<file path="config.mk">
export PLATFORM = sky130hd
export DESIGN_NAME = outport_arbiter_flat
export DESIGN_NICKNAME = d
export VERILOG_FILES = /design/src/rtl/outport_arbiter_if.sv /design/src/rtl/outport_arbiter.sv /design/src/flat_wrapper.sv
export SDC_FILE = /design/constraint.sdc
export NUM_CORES = 1
export LEC_CHECK = 0
export ABC_CLOCK_PERIOD_IN_PS = 5200
export BUFFER_PORTS_ARGS = -buffer_cell sky130_fd_sc_hd__clkbuf_2
export CAP_MARGIN = 25
export CORE_ASPECT_RATIO = 1.1
export CORE_MARGIN = 2
export CORE_UTILIZATION = 45
export CTS_CLUSTER_DIAMETER = 80
export DETAILED_ROUTE_END_ITERATION = 10
export PLACE_DENSITY = 0.67
export REMOVE_ABC_BUFFERS = 1
export SLEW_MARGIN = 20
export SYNTH_ARGS = -nofsm -noshare
export SYNTH_HDL_FRONTEND = slang
export SYNTH_SLANG_ARGS = --single-unit
export TNS_END_PERCENT = 10
</file>
<file path="constraint.sdc">
create_clock -name clk -period 5.2 [get_ports clk]
set_clock_uncertainty 0.2 [all_clocks]
set_input_delay 1.04 -clock clk [delete_from_list [all_inputs] [get_ports clk]]
set_output_delay 1.04 -clock clk [all_outputs]
set_load 0.005 [all_outputs]
</file>
<file path="src/rtl/outport_arbiter_if.sv">
// ---------------------------------------------------------------------------
// outport_arbiter_if
//   Handshake bundle between one router output port's arbiter and its
//   surroundings (input FIFOs, crossbar, output FIFO).
//
//   Parameters : NREQ (requesters), CNTW (flit counter width)
//   Signals    :
//     req       - per-requester request (FIFO non-empty, routed here)
//     tail      - per-requester: head flit is a tail flit
//     out_ready - output FIFO can accept a flit this cycle
//     grant     - registered one-hot grant, zero when idle
//     grant_id  - registered binary index of the granted requester
//     busy      - registered, high while a packet holds the port
//     ready_out - pop qualifier back to the input FIFOs
//     fire      - output-FIFO write enable
//     flit_cnt  - flits transferred in the current packet
//   Modports   : master = arbiter side, slave = environment side
// ---------------------------------------------------------------------------
interface outport_arbiter_if #(
   parameter int unsigned NREQ = 5,
   parameter int unsigned CNTW = 8
);
   localparam int unsigned IDW = (NREQ > 1) ? $clog2(NREQ) : 1;

   logic [NREQ-1:0] req;
   logic [NREQ-1:0] tail;
   logic            out_ready;
   logic [NREQ-1:0] grant;
   logic [IDW-1:0]  grant_id;
   logic            busy;
   logic [NREQ-1:0] ready_out;
   logic            fire;
   logic [CNTW-1:0] flit_cnt;

   modport master (
      input  req, tail, out_ready,
      output grant, grant_id, busy, ready_out, fire, flit_cnt
   );

   modport slave (
      output req, tail, out_ready,
      input  grant, grant_id, busy, ready_out, fire, flit_cnt
   );
endinterface

</file>
<file path="src/rtl/outport_arbiter.sv">
// ---------------------------------------------------------------------------
// outport_arbiter
//   Round-robin, packet-locking (wormhole) arbiter for one router output
//   port. Requester bit order: 0=L, 1=N, 2=E, 3=W, 4=S. A grant is held
//   until the granted requester's tail flit transfers; the rr pointer then
//   moves to the served requester so it has lowest priority next time.
//
//   Ports:
//     clk  - clock, rising edge
//     rst  - synchronous active-high reset
//     bus  - outport_arbiter_if.master (req/tail/out_ready in;
//            grant/grant_id/busy/ready_out/fire/flit_cnt out)
//   The interface instance must use the same NREQ/CNTW as this module.
//
//   Build option: OUTPORT_ARB_FAST_REARB_EN
//     Defined   - on a releasing tail fire, re-arbitrate in the same cycle
//                 (current owner masked out) so back-to-back packets from
//                 different requesters have no idle bubble.
//     Undefined - one idle cycle between packets.
// ---------------------------------------------------------------------------
module outport_arbiter #(
   parameter int unsigned NREQ = 5,
   parameter int unsigned CNTW = 8
) (
   input logic                clk,
   input logic                rst,
   outport_arbiter_if.master  bus
);
   localparam int unsigned IDW = (NREQ > 1) ? $clog2(NREQ) : 1;

   typedef enum logic [0:0] {
      IDLE   = 1'b0,
      LOCKED = 1'b1
   } state_t;

   state_t          state_q, state_d;
   logic [NREQ-1:0] grant_q, grant_d;
   logic [IDW-1:0]  gid_q,   gid_d;
   logic [IDW-1:0]  ptr_q,   ptr_d;
   logic [CNTW-1:0] cnt_q,   cnt_d;

   logic            fire_c;
   logic            rel;
   logic [IDW-1:0]  arb_base;
   logic [NREQ-1:0] arb_req;
   logic [IDW-1:0]  idx;
   logic            win_vld;
   logic [IDW-1:0]  win_id;
   logic [NREQ-1:0] win_oh;

   // Tail flit of the owning requester is transferring this cycle.
   assign rel = fire_c & bus.tail[gid_q];

   // Rotating-priority search: first set request starting at base+1.
   always_comb begin
      arb_base = ptr_q;
      arb_req  = bus.req;
`ifdef OUTPORT_ARB_FAST_REARB_EN
      // Same-cycle re-arbitration: pointer is effectively the releasing
      // owner, which is excluded so another waiter can take the port.
      if (rel) begin
         arb_base = gid_q;
         arb_req  = bus.req & ~grant_q;
      end
`endif
      win_vld = 1'b0;
      win_id  = '0;
      idx     = '0;
      for (int unsigned k = 1; k <= NREQ; k++) begin
         idx = IDW'((32'(arb_base) + k) % NREQ);
         if (!win_vld && arb_req[idx]) begin
            win_vld = 1'b1;
            win_id  = idx;
         end
      end
   end

   // State register
   always_ff @(posedge clk) begin
      if (rst) begin
         state_q <= IDLE;
         grant_q <= '0;
         gid_q   <= '0;
         ptr_q   <= IDW'(NREQ - 1);
         cnt_q   <= '0;
      end else begin
         state_q <= state_d;
         grant_q <= grant_d;
         gid_q   <= gid_d;
         ptr_q   <= ptr_d;
         cnt_q   <= cnt_d;
      end
   end

   // Next-state logic
   always_comb begin
      state_d = state_q;
      grant_d = grant_q;
      gid_d   = gid_q;
      ptr_d   = ptr_q;
      cnt_d   = cnt_q;
      win_oh  = '0;
      win_oh[win_id] = 1'b1;
      case (state_q)
         IDLE: begin
            if (win_vld) begin
               state_d = LOCKED;
               grant_d = win_oh;
               gid_d   = win_id;
               cnt_d   = '0;
            end
         end
         LOCKED: begin
            if (rel) begin
               ptr_d   = gid_q;
               cnt_d   = '0;
               state_d = IDLE;
               grant_d = '0;
               gid_d   = '0;
`ifdef OUTPORT_ARB_FAST_REARB_EN
               if (win_vld) begin
                  state_d = LOCKED;
                  grant_d = win_oh;
                  gid_d   = win_id;
               end
`endif
            end else if (fire_c && (cnt_q != '1)) begin
               // Saturating count; sticks at all-ones on long packets.
               cnt_d = cnt_q + 1'b1;
            end
         end
         default: state_d = IDLE;
      endcase
   end

   // Output logic
   always_comb begin
      fire_c        = (|(grant_q & bus.req)) & bus.out_ready;
      bus.fire      = fire_c;
      bus.ready_out = grant_q & {NREQ{bus.out_ready}};
      bus.grant     = grant_q;
      bus.grant_id  = gid_q;
      bus.busy      = (state_q == LOCKED);
      bus.flit_cnt  = cnt_q;
   end
endmodule

</file>
<file path="src/flat_wrapper.sv">
// flat-port wrapper written by rule: the top's interface ports become plain ports
module outport_arbiter_flat 
#(
   parameter int unsigned NREQ = 5,
   parameter int unsigned CNTW = 8
)
  (clk, rst, bus_req, bus_tail, bus_out_ready, bus_grant, bus_grant_id, bus_busy, bus_ready_out, bus_fire, bus_flit_cnt);
  outport_arbiter_if #(.NREQ(NREQ), .CNTW(CNTW)) bus_i ();
  input logic clk;
  input logic rst;
  input wire logic [$bits(bus_i.req)-1:0] bus_req;
  input wire logic [$bits(bus_i.tail)-1:0] bus_tail;
  input wire logic [$bits(bus_i.out_ready)-1:0] bus_out_ready;
  output wire logic [$bits(bus_i.grant)-1:0] bus_grant;
  output wire logic [$bits(bus_i.grant_id)-1:0] bus_grant_id;
  output wire logic [$bits(bus_i.busy)-1:0] bus_busy;
  output wire logic [$bits(bus_i.ready_out)-1:0] bus_ready_out;
  output wire logic [$bits(bus_i.fire)-1:0] bus_fire;
  output wire logic [$bits(bus_i.flit_cnt)-1:0] bus_flit_cnt;
  assign bus_i.req = bus_req;
  assign bus_i.tail = bus_tail;
  assign bus_i.out_ready = bus_out_ready;
  assign bus_grant = bus_i.grant;
  assign bus_grant_id = bus_i.grant_id;
  assign bus_busy = bus_i.busy;
  assign bus_ready_out = bus_i.ready_out;
  assign bus_fire = bus_i.fire;
  assign bus_flit_cnt = bus_i.flit_cnt;
  outport_arbiter #(.NREQ(NREQ), .CNTW(CNTW)) u_core (.clk(clk), .rst(rst), .bus(bus_i));
endmodule
</file>
==> results of run 1 <==
worst min-delay path by stage:
stage               slack, ps                   to           startpoint  cells after the start
floorplan                 280  u_core.bus.grant[4]  u_core.bus.grant[4]                      2
global placement          300  u_core.bus.grant[4]  u_core.bus.grant[4]                      2
detailed placement        310  u_core.bus.grant[4]  u_core.bus.grant[4]                      2
CTS                       330  u_core.bus.grant[4]  u_core.bus.grant[4]                      2
global route              360  u_core.bus.grant[4]  u_core.bus.grant[4]                      2
finish                    330  u_core.bus.grant[4]  u_core.bus.grant[4]                      2
state kept, by name, indices dropped and copies added, names as in the netlist:
register / count
u_core.bus.grant_id: 3
u_core.bus.grant: 5
u_core.bus.busy: 1
u_core.arb_base: 3
u_core.bus.flit_cnt: 8
worst reg2reg max path, delay by kind of cell, from the launching register on:
kind            cells  cell delay [ps]
compound gates      6             1560
simple gates        2              460
mux                 1              360
fa+ha+maj           3              800
buf+inv             5              950
flops               1              460
layer usage:
layer | global-route usage (%) | vias to the layer above
li1 | - | 1550
met1 | 31.6 | 1503
met2 | 39.9 | 73
met3 | 1.81 | 14
met4 | 6.11 | 0
met5 | 0 | -
kinds of logic (layout without fill, tap and decap cells):
family / Yosys count / count (layout) / synth area share (%)
DFF: 20 / 20 / 13.3
buffers and inverters: 48 / 72 / 6.47
adders and majority gates: 28 / 28 / 11.9
and+or+nand+nor: 140 / 140 / 26.5
AOI/OAI and AO/OA: 116 / 116 / 28.8
muxes: 26 / 26 / 9.91
xor gates and xnor gates: 10 / 10 / 3.15
repair_timing:
item	4_1_cts	5_1_grt
endpoints found under the setup margin	0	5
setup buffers	0	0
gates resized for setup	0	1
layout make-up:
| class | instances | area, um2 | area share [%] |
|---|---|---|---|
| sequential | 20 | 400 | 12.0 |
| tap | 82 | 103 | 3.07 |
| timing repair buffer | 46 | 258 | 7.71 |
| inverter | 22 | 82.6 | 2.47 |
| multi-input combinational | 320 | 2430 | 72.6 |
| clock inverter | 1 | 30.0 | 0.899 |
| clock buffer | 3 | 41.3 | 1.24 |
synthesized netlist by cell type (3+ instances only):
cell,count,area share (%)
nand3_1,28,4.6
ha_1,27,11
nand2_1,26,3.2
a21oi_1,25,4.1
dfxtp_1,20,13
inv_1,20,2.5
clkbuf_1,13,1.6
mux2i_1,13,4.3
nor2_1,12,1.5
mux2_2,10,3.7
o21ai_0,10,1.7
and2_1,9,1.9
buf_2,9,1.5
nand2b_1,8,1.7
nor4_1,8,1.7
xnor2_1,8,2.3
a211oi_1,7,1.7
a31oi_1,7,1.5
nor3_1,7,1.2
nor4b_1,7,2.0
nand4_1,6,1.2
nor2b_1,5,1.0
a211o_1,4,1.2
a22oi_1,4,1.0
nand4b_1,4,1.2
nor3b_1,4,1.0
o21a_1,4,1.0
o22ai_1,4,0.83
or3_1,4,0.83
a31o_2,3,0.87
and3_1,3,0.62
buf_1,3,0.37
nand3b_1,3,0.75
o211ai_1,3,0.75
o2bb2ai_1,3,0.87
o31ai_1,3,0.75
report_power, final:
group          total, mW  internal (mW)  switching [mW]
Sequential         0.174          0.162          0.0122
Combinational      0.165         0.0690          0.0957
Clock              0.160          0.103          0.0569
Total              0.499          0.334           0.165
per-stage QoR:
stage	power, mW	area [um2]	hold WS [ps]	cells	setup slack, ps
detailed placement	0.340	3260	314	490	283
global route	0.528	3340	363	494	-20.6
finish	0.499	3340	326	494	306
floorplan	0.283	2900	278	362	-892
CTS	0.498	3340	325	494	274
global placement	0.338	3260	303	490	420
==> impl_metrics.toml, run 1 <==
[outcome]
status = "completed"

[critical_path]
crit_path_start_kind = "flip-flop"
cp.buffers_inverters = 5
reg2reg_slack_ps = 310
crit_start = "u_core.arb_base[1]"
r2r-start = "u_core.arb_base[1]"
rr_endpoint = "u_core.bus.flit_cnt[2]"
critPathMaxStageDelay_ps = 500
crit_family = "compound AO/OA/AOI/OAI gates"
endpoint = "u_core.bus.flit_cnt[2]"
critPathMaxFanout = 28
r2r_cells = 17
cp.required_ps = 5160
critical_path_arrival_ps = 4860
worstSetupPathType = "reg -> reg"
cp-end-kind = "flip-flop"
path_cells = "inv_1 > ha_1 > buf_4 > inv_1 > ha_1 > inv_1 > ha_1 > o311ai_0 > nor3_1 > o21ai_0 > a31o_2 > o31ai_2 > nor3_2 > a21oi_1 > buf_4 > o31ai_1 > mux2_2"
path_depth = 17
slowest_stage = "o311ai_0"

[pwr]
powerDensity_nw_per_um2 = 149
ir_worst_vdd_uv = 194
leakage_nw = 1.36

[global_routing]
grt_max_degree = 29
grt-ovfl-total = 0
grt_pass1_vias = 2962
grt_pass1_wl_mm = 14.2
antenna_found_initial = 0
grt_use_total_pct = 23.5

[yosys]
ys_seq_area_share_pct = 13.3
syn_inst = 388
yosysWarnings = 0
synth-edff-count = 0
synth-seq-cells = 20
syn_avg_cell_area_um2 = 7.77
synthArstFlopShare_pct = 0
synthFlopType = "dfxtp_1"
syn_area_um2 = 3020
yosysUniqueCellTypes = 81

[cells_and_area]
layout_commonest_cell = "clkbuf_2"
drive_gt1_share_pct = 19.9
fin_util_pct = 51.0
layout.nets = 454
insertedDiodeCount = 0
syn_to_final_growth_pct = 10.8
final_cell_mix = "clkbuf_2, nand3_1, ha_1, nand2_1, a21oi_1"
final.fill_count = 642

[placed_design]
numPortBuffers = 35
gp_congestion = 0.894
dp_hpwl_mm = 6.27

[timing]
fin_setup_tns_ps = 0
fin_crit_sh_pct = 94.1
max-slew-margin-rel_pct = 58.3
slew_viol_final = 0
rsz0062_at_grt = "true"
period_minus_slack_ps = 4890
setup_viol = 0
hold_viol_final = 0
fmax_mhz = 204
max_slew.worst_pin.slew_ps = 622

[routing]
first_pass_iters = 5
route.met2.wl_mm = 4.04
drtIter0Drc = 185
route.detailed.drc = 0
vias_per_cell = 6.36
post_drt_wl_per_cell_um = 16.6
routed.top_layer = "met4"
met3_length_um = 305
wl_mm = 8.19
antenna_left = 0
num_vias = 3140
met1Wirelength_mm = 3.72

[floorplanning]
dieWidth_um = 82.1
num_rows = 31
floorplan.initialDensity_pct = 46.0
core_um2 = 6560
dieArea_um2 = 7380
io_pins = 36
die-height_um = 89.9

[clock_network]
clk_pin_slew_ps = 80
htreeDepth = 1
cts_hold_buf = 0
cts.sink_count = 20
cts_buffers = 3
clk_path_buf_depth = 2
cts-root-buf = "clkbuf_8"
insertion_delay_ps = 270
cts_tree = "built"

[min_path]
hold_class = "reg -> reg"

[run]
cap_violations = 0
(Power assumes the default switching activity.)
==> inputs of run 2 (changes only) <==
--- a/config.mk
+++ b/config.mk
@@ -10,10 +10,10 @@
 export CAP_MARGIN = 25
 export CORE_ASPECT_RATIO = 1.1
 export CORE_MARGIN = 2
-export CORE_UTILIZATION = 45
+export CORE_UTILIZATION = 30
 export CTS_CLUSTER_DIAMETER = 80
 export DETAILED_ROUTE_END_ITERATION = 10
-export PLACE_DENSITY = 0.67
+export PLACE_DENSITY = 0.48
 export REMOVE_ABC_BUFFERS = 1
 export SLEW_MARGIN = 20
 export SYNTH_ARGS = -nofsm -noshare
==> impl_metrics.toml, run 2 (synthesis results as in run 1) <==
[clock_network]
insertion_delay_ps = 260
cts_setup_buffers = 0
cts.sink_count = 20
cts-root-buf = "clkbuf_8"
clk_pin_slew_ps = 80
clk_path_buf_depth = 2
htreeDepth = 1
cts_hold_buf = 0
cts_tree = "built"
cts_buffers = 3

[global_routing]
antenna_found_initial = 0
grt_max_degree = 29
grt_pass1_wl_mm = 14.6
grt_use_total_pct = 16.3
grt-ovfl-total = 0
grt_pass1_vias = 2890

[critical_path]
cp-end-kind = "flip-flop"
worstSetupPathType = "reg -> reg"
reg2reg_slack_ps = 360
critical_path_arrival_ps = 4790
cp.required_ps = 5150
r2r-start = "u_core.arb_base[0]"
rr_endpoint = "u_core.bus.grant[0]"
crit_start = "u_core.arb_base[0]"
endpoint = "u_core.bus.grant[0]"
crit_path_start_kind = "flip-flop"
critPathMaxFanout = 19
r2r_cells = 19

[routing]
vias_per_cell = 5.84
drtIter0Drc = 119
antenna_left = 0
wl_mm = 9.01
post_drt_wl_per_cell_um = 16.9
first_pass_iters = 5
num_vias = 3118
route.detailed.drc = 0

[cells_and_area]
insertedDiodeCount = 0
largest_register_ffs = 8
layout.nets = 456
stdcell_area_um2 = 3450
final_cell_mix = "clkbuf_2, nand3_1, nand2_1, ha_1, a21oi_1"
syn_to_final_growth_pct = 14.5
stdcell_count = 534
drive_gt1_share_pct = 21.5
layout_commonest_cell = "clkbuf_2"

[run]
cap_violations = 0

[timing]
setup_viol = 0
whs_ps = 315
period_minus_slack_ps = 4840
slew_viol_final = 0
max_slew.worst_pin.slew_ps = 594
max-slew-margin-rel_pct = 60.3
fmax_mhz = 207
fin_crit_sh_pct = 93.0
fin_ws_ps = 364
hold_viol_final = 0

[placed_design]
dp_cells = 530
dp_hpwl_mm = 6.77
pre_cts_slack_ps = 162
postPlaceCellArea_um2 = 3330
numPortBuffers = 35
gp_congestion = 0.814

[pwr]
finalPower_uw = 505
ir_worst_vdd_uv = 115
leakage_nw = 1.39
powerDensity_nw_per_um2 = 146

[floorplanning]
dieArea_um2 = 10900
io_pins = 36
dieWidth_um = 99.6
floorplan.initialDensity_pct = 30.7
core_um2 = 9840
num_rows = 38
die-height_um = 109

[outcome]
status = "completed"

[min_path]
hold_class = "reg -> reg"
[run 2: cell types whose count changed in the layout (fill, tap and decap cells not counted), sizes merged]
cell | previous run | this run
buf | 11 | 13
[run 2: critical path, cell delays in order, from the launching register on]
cell	delay, ps
dfxtp_1	340
buf_4	190
inv_1	80
buf_4	280
ha_2	380
xnor2_4	200
o211ai_1	140
o21ai_0	150
inv_1	130
ha_1	270
or4_1	530
a21oi_1	130
a211oi_1	90
or3b_4	440
nand2_1	140
nor3_4	80
a21oi_1	230
buf_4	270
nand2b_1	130
o41ai_1	330
[run 2: area by class of cell]
| type | instances | area, um2 |
|---|---|---|
| fillers | 1026 | 6390 |
| multi-input cells | 320 | 2480 |
| flip-flops and latches | 20 | 402 |
| repair buffers | 48 | 273 |
| well taps | 120 | 150 |
| inverters | 22 | 82.6 |
| clock buffers | 3 | 41.3 |
| clock inverters | 1 | 30.0 |
[run 2: how the worst min path moves through the flow]
stage | startpoint | to | slack (ps) | cells past startpoint
after floorplan | u_core.bus.grant[4] | u_core.bus.grant[4] | 280 | 2
after global placement | u_core.bus.grant[4] | u_core.bus.grant[4] | 310 | 2
after detailed placement | u_core.bus.grant[4] | u_core.bus.grant[4] | 310 | 2
after CTS | u_core.bus.grant[4] | u_core.bus.grant[4] | 320 | 2
after global routing | u_core.bus.grant[4] | u_core.bus.grant[4] | 360 | 2
final | u_core.bus.grant[4] | u_core.bus.grant[4] | 310 | 2
[run 2: what timing repair did]
action	in CTS	in global routing
hold endpoints to repair	0	0
endpoints found under the setup margin	0	13
gates resized for setup	0	10
[run 2: metal layers]
| layer | wire length (um) | global-route usage [%] | part of all wire, % | vias up |
|---|---|---|---|---|
| li1 | - | - | - | 1545 |
| met1 | 4190 | 21.7 | 46 | 1505 |
| met2 | 4480 | 29.8 | 50 | 64 |
| met3 | 283 | 0.897 | 3.1 | 4 |
| met4 | 56 | 2.45 | 0.62 | 0 |
| met5 | 0 | 0 | 0 | - |
[run 2: metrics by stage]
step	setup TNS [ps]	util [%]
2_1_floorplan	-12120	-
3_3_place_gp	0	33.8
3_5_place_dp	0	33.8
4_1_cts	0	34.5
5_1_grt	-1.27	35.1
6_report	0	35.1
[run 2: power breakdown]
group	internal, mW	switching (mW)	leakage [nW]
combinational	0.0723	0.101	1.19
sequential	0.162	0.0122	0.163
clock	0.103	0.0550	0.0357
total	0.337	0.168	1.39
